$ cat src/rtl/scariv_done_rpt_arbiter_if.sv
// Done-report payload types and the entry-array / ROB handshake bundle
// around one scheduler's done-report arbiter.
package scariv_done_rpt_pkg;

   localparam int unsigned CMT_ID_W  = 6;
   localparam int unsigned DISP_SIZE = 4;

   typedef struct packed {
      logic                 valid;
      logic [CMT_ID_W-1:0]  cmt_id;
      logic [DISP_SIZE-1:0] grp_id;
      logic                 except_valid;
      logic [3:0]           except_type;
      logic                 fflags_update_valid;
      logic [4:0]           fflags;
   } done_rpt_t;

   typedef struct packed {
      logic                 commit;
      logic                 flush_valid;
      logic [CMT_ID_W-1:0]  cmt_id;
      logic [DISP_SIZE-1:0] grp_id;
   } commit_blk_t;

   // Everything in flight dies on a commit flush except the group slots that commit now.
   function automatic logic is_commit_flush_target(input logic [CMT_ID_W-1:0]  cmt_id,
                                                   input logic [DISP_SIZE-1:0] grp_id,
                                                   input commit_blk_t          commit);
      return commit.commit & commit.flush_valid &
             !((cmt_id == commit.cmt_id) & (|(grp_id & commit.grp_id)));
   endfunction

endpackage

interface scariv_done_rpt_if
   import scariv_done_rpt_pkg::*;
#(
   parameter int unsigned NUM_ENTRIES = 8
);
   done_rpt_t              done_rpt [NUM_ENTRIES];
   logic [NUM_ENTRIES-1:0] done_accept;
   commit_blk_t            commit;
   done_rpt_t              rob_done;
   logic                   rob_ready;
   logic                   busy;

   modport master (
      output done_rpt,
      input  done_accept,
      output commit,
      input  rob_done,
      output rob_ready,
      input  busy
   );

   modport slave (
      input  done_rpt,
      output done_accept,
      input  commit,
      output rob_done,
      input  rob_ready,
      output busy
   );
endinterface

$ cat src/rtl/scariv_done_rpt_arbiter.sv
// Round-robin pick of one scheduler-entry done report per cycle into a
// single output register toward the ROB; the register is killed by commit flush.
module scariv_done_rpt_arbiter
   import scariv_done_rpt_pkg::*;
#(
   parameter int unsigned NUM_ENTRIES = 8
)(
   input logic              i_clk,
   input logic              i_reset_n,
   scariv_done_rpt_if.slave bus
);

   localparam int unsigned PW = (NUM_ENTRIES > 1) ? $clog2(NUM_ENTRIES) : 1;

   done_rpt_t              r_out_q, r_out_d;
   logic [PW-1:0]          r_ptr_q, r_ptr_d;

   logic [NUM_ENTRIES-1:0] w_req;
   logic [NUM_ENTRIES-1:0] w_accept;
   logic                   w_out_flush;
   logic                   w_free;
   logic                   w_found;
   logic [PW-1:0]          w_win;
   logic                   w_grant;

   always_comb begin : req_vec
      w_req = '0;
      for (int unsigned k = 0; k < NUM_ENTRIES; k++) begin
         w_req[k] = bus.done_rpt[k].valid;
      end
   end

   assign w_out_flush = is_commit_flush_target(r_out_q.cmt_id, r_out_q.grp_id, bus.commit)
                        & r_out_q.valid;
   assign w_free      = !r_out_q.valid | bus.rob_ready | w_out_flush;

   // First requester at or after r_ptr, wrapping modulo NUM_ENTRIES.
   always_comb begin : rr_pick
      int unsigned idx;
      idx     = 0;
      w_found = 1'b0;
      w_win   = '0;
      for (int unsigned off = 0; off < NUM_ENTRIES; off++) begin
         idx = 32'(r_ptr_q) + off;
         if (idx >= NUM_ENTRIES) idx = idx - NUM_ENTRIES;
         if (!w_found && w_req[PW'(idx)]) begin
            w_found = 1'b1;
            w_win   = PW'(idx);
         end
      end
   end

   // Accept never looks at a previous accept, so the entry handshake stays loop-free.
   always_comb begin : accept_gen
      w_accept = '0;
      if (i_reset_n && w_free && w_found) w_accept[w_win] = 1'b1;
   end

   assign w_grant = |w_accept;

   always_comb begin : next_state
      r_out_d = r_out_q;
      r_ptr_d = r_ptr_q;
      if (w_grant) begin
         r_out_d = bus.done_rpt[w_win];
         r_ptr_d = (w_win == PW'(NUM_ENTRIES - 1)) ? '0 : PW'(w_win + 1'b1);
      end else if (r_out_q.valid && (bus.rob_ready || w_out_flush)) begin
         r_out_d.valid = 1'b0;
      end
   end

   always_ff @(posedge i_clk or negedge i_reset_n) begin
      if (!i_reset_n) begin
         r_out_q <= '0;
         r_ptr_q <= '0;
      end else begin
         r_out_q <= r_out_d;
         r_ptr_q <= r_ptr_d;
      end
   end

   assign bus.done_accept = w_accept;
   assign bus.rob_done    = r_out_q;
   assign bus.busy        = r_out_q.valid;

`ifndef SYNTHESIS
   a_accept_onehot : assert property (@(posedge i_clk) disable iff (!i_reset_n)
      $onehot0(w_accept));
   a_accept_has_req : assert property (@(posedge i_clk) disable iff (!i_reset_n)
      ((w_accept & ~w_req) == '0));
   a_hold_stable : assert property (@(posedge i_clk) disable iff (!i_reset_n)
      (r_out_q.valid && !bus.rob_ready && !w_out_flush) |=> $stable(r_out_q));
`endif

endmodule
$ cat src/flat_wrapper.sv
// flat-port wrapper written by rule: the top's interface ports become plain ports
module scariv_done_rpt_arbiter_flat import scariv_done_rpt_pkg::*;
#(
   parameter int unsigned NUM_ENTRIES = 8
)
  (i_clk, i_reset_n, bus_done_rpt, bus_done_accept, bus_commit, bus_rob_done, bus_rob_ready, bus_busy);
  scariv_done_rpt_if #(.NUM_ENTRIES(NUM_ENTRIES)) bus_i ();
  input logic i_clk;
  input logic i_reset_n;
  input wire logic [$bits(bus_i.done_rpt)-1:0] bus_done_rpt;
  output wire logic [$bits(bus_i.done_accept)-1:0] bus_done_accept;
  input wire logic [$bits(bus_i.commit)-1:0] bus_commit;
  output wire logic [$bits(bus_i.rob_done)-1:0] bus_rob_done;
  input wire logic [$bits(bus_i.rob_ready)-1:0] bus_rob_ready;
  output wire logic [$bits(bus_i.busy)-1:0] bus_busy;
  assign bus_i.done_rpt = {>>{bus_done_rpt}};
  assign bus_done_accept = bus_i.done_accept;
  assign bus_i.commit = bus_commit;
  assign bus_rob_done = bus_i.rob_done;
  assign bus_i.rob_ready = bus_rob_ready;
  assign bus_busy = bus_i.busy;
  scariv_done_rpt_arbiter #(.NUM_ENTRIES(NUM_ENTRIES)) u_core (.i_clk(i_clk), .i_reset_n(i_reset_n), .bus(bus_i));
endmodule
$ cat config.mk
export PLATFORM = sky130hd
export DESIGN_NAME = scariv_done_rpt_arbiter_flat
export DESIGN_NICKNAME = d
export VERILOG_FILES = /design/src/rtl/scariv_done_rpt_arbiter_if.sv /design/src/rtl/scariv_done_rpt_arbiter.sv /design/src/flat_wrapper.sv
export SDC_FILE = /design/constraint.sdc
export NUM_CORES = 1
export LEC_CHECK = 0
export CORE_MARGIN = 8
export CORE_UTILIZATION = 43
export CTS_CLUSTER_DIAMETER = 40
export CTS_CLUSTER_SIZE = 12
export DETAILED_ROUTE_END_ITERATION = 8
export GPL_TIMING_DRIVEN = 0
export PLACE_DENSITY = 0.95
export SKIP_LAST_GASP = 1
export SLEW_MARGIN = 20
export SYNTH_ARGS = -nofsm -noshare
export SYNTH_HDL_FRONTEND = slang
export SYNTH_SLANG_ARGS = --single-unit
$ cat constraint.sdc
create_clock -name i_clk -period 6.9 [get_ports i_clk]
set_input_delay 1.38 -clock i_clk [delete_from_list [all_inputs] [get_ports i_clk]]
set_output_delay 1.38 -clock i_clk [all_outputs]
set_load 0.005 [all_outputs]
==> flow_summary.toml <==
[grt]
antenna_found_initial = 0
grt-ovfl-total = 0
grt_pass1_wl_mm = 27.9
grt_usage_pct = 27.5
first_global_vias = 5025
grt_max_degree = 28

[detailed_routing]
viasPerCell = 6.21
drc_errors = 0
num_vias = 4823
ant_nets = 0
drtIter0Drc = 388
dr.pass1.iters = 5
wl_per_cell_um = 23.3
postRouteWirelength_mm = 18.1

[timing]
max_slew_margin_pct = 60.9
finalSetupViolCount = 0
rsz0062_at_grt = "false"
slew_viol_final = 0
max_freq_ghz = 0.150
fin_crit_ns = 6.68
fin_setup_tns_ns = 0
period_share_pct = 96.9
hold_viol_final = 0
finClkSkew_ns = 0.00764
setup_ws_ns = 0.217
fin_hold_ws_ns = 0.511
worst_slew_pin_slew_ns = 0.586

[critical_path]
reg2reg_from = "u_core.r_ptr_q[1]"
r2r-end = "u_core.bus.rob_done[17]"
cp.arrival_ns = 5.30
endpoint_kind = "primary output"
ff2ff_path_depth = 17
path_class = "primary input to primary output"
crit_required_ns = 5.52
cp-start-kind = "primary input"
cp_max_fo = 10
r2r_slack_ns = 1.89

[cells_and_area]
nets = 861
area_growth_syn_to_layout_pct = 60.9
layout.area.seq_sq_um = 626
nFillCells = 687
design_area_sq_um = 6370
diodes = 0
layout-drive-gt1-share_pct = 13.7
multiInputGateArea_sq_um = 3050

[clock_network]
clock-root-buffer = "clkbuf_8"
clock_path_buffers = 2
clk_pin_slew_ns = 0.08
holdBufCountCts = 0
htreeDepth = 1
worstSkewPairLatency_ns = 0.27
cts_tree = "done"
cts_sinks = 25
cts-buffers-inserted = 3

[die]
dieArea_sq_um = 12500
fp-row-count = 35
core_area_sq_um = 9110
dieWidth_um = 112
fp.dieH_um = 112
pin_count = 222
start_util_pct = 43.5

[logic_synthesis]
yosysMostFrequentCell = "mux2i_1"
synth_top_area_share_pct = 20.0
ys_ff_latch = 25
synthTopCellsByCount = "mux2i_1 (79), nand2_1 (69), nand3_1 (36)"
yosysUniqueCellTypes = 59
yosysWarnings = 0
synthTopCellsByArea = "mux2i_1 (20%), dfrtp_1 (16%), mux4_2 (14%)"
synthesis.nets = 634
syn_area_per_cell_sq_um = 9.00
ys_seq_area_share_pct = 15.8
netlist_area_sq_um = 3960
async_reset_ff_share_pct = 100
syn_inst = 440
yosys.area.top_type = "mux2i_1"
synth_edf_count = 0
ys.flop_type = "dfrtp_1"

[hold_path]
hold_depth = 2
hold_path_class = "flip-flop to flip-flop"
hp-start = "u_core.bus.rob_done[3]"
whs_endpoint = "u_core.bus.rob_done[3]"

[pwr]
total_power_w = 0.00405
vdd_ir_drop_max_v = 0.000471
power.density_nw_per_um2 = 635
leakagePower_nw = 2.67

[place]
io_buffers = 221
finalWeightedCongestion = 0.916
place_area_sq_um = 6310
dp_hpwl_mm = 15.0
preCtsSetupSlack_ns = 0.124

[status]
outcome = "finished clean"

[flow_run]
drv_cap = 0
worst max-delay path, cell delays in order:
cell and delay [ns]:
clkdlybuf4s50_1 0.56, mux4_2 0.54, mux2_2 0.33, or4_1 0.52, a21oi_1 0.21, o22ai_1 0.12
nand3_2 0.16, inv_2 0.12, buf_2 0.20, buf_2 0.20, nor4_1 0.37, clkdlybuf4s50_1 0.59
sequential cells by signal, summed over array words and instances, names as in the netlist:
register,count
u_core.bus.rob_done,21
u_core.r_ptr_q,3
u_core.bus.busy,1
cell type report:
type | instances | area share, %
repair buffers | 222 | 34.7
clock buffers | 4 | 0.707
multi-input cells | 365 | 47.8
plain buffers | 42 | 4.22
flip-flops and latches | 25 | 9.82
inverters | 8 | 0.530
well taps | 111 | 2.18
worst max-delay path by stage:
stage	cells past startpoint	startpoint	end	slack, ns
after CTS	14	bus_done_rpt[43]	bus_done_accept[1]	0.12
after global placement	12	bus_done_rpt[175]	bus_done_accept[0]	0.15
after detailed placement	14	bus_done_rpt[43]	bus_done_accept[1]	0.12
final	12	bus_done_rpt[43]	bus_done_accept[0]	0.22
after floorplan	11	bus_done_rpt[21]	bus_done_accept[0]	1.71
after global routing	18	u_core.r_ptr_q[1]	bus_done_accept[1]	0.005
cells in the final DEF, fill, tap and decap left out, types with 4 or more instances in the layout:
master           netlist  layout
mux4_2                25      25
mux2i_1               79      78
buf_4                  6       7
inv_1                  5       5
nand2_1               69      69
o21ai_0                8       8
xor2_1                 7       7
nand3_1               36      36
buf_2                 15      15
mux2_2                18      18
nor2_1                19      17
o2111ai_1             15      15
a32oi_1               15      15
buf_6                  9       9
a31oi_1                5       5
dfrtp_1               25      25
nand2b_1               4       4
nor3_1                 4       4
a21oi_1                8       8
clkbuf_1              12      13
clkdlybuf4s50_1        0     220
routing by layer:
metal  part of all wire [%]  global-route usage [%]
met5                      0                       0
met1                     37                    31.6
met4                    2.1                    5.58
met2                     52                    51.1
met3                    9.3                    6.06
logic make-up after synthesis:
kind of cell	share of synthesized area [%]
XOR/XNOR	2.21
buffers and inverters	7.49
multiplexers	40.3
adder cells (fa/ha/maj)	0.948
AND/OR/NAND/NOR	17.3
flip-flops	15.8
AO/OA/AOI/OAI	15.9
stage by stage:
stage | std cells | utilization [%]
floorplan | 440 | -
global placement | 772 | 69.3
detailed placement | 772 | 69.2
CTS | 776 | 69.7
global route | 777 | 70.0
finish | 777 | 70.0
power breakdown:
group | switching [W] | leakage (nW) | internal [W]
clock network | 0.0000453 | 0.0228 | 0.0000413
logic | 0.00203 | 2.35 | 0.00163
registers | 0.0000664 | 0.299 | 0.000229
total | 0.00214 | 2.67 | 0.00191
what timing repair did:
action / in CTS / in global routing
setup buffers: 0 / 1
resized for setup: 0 / 5
setup endpoints to repair: 0 / 8
Power figures use the tool's default switching activity.
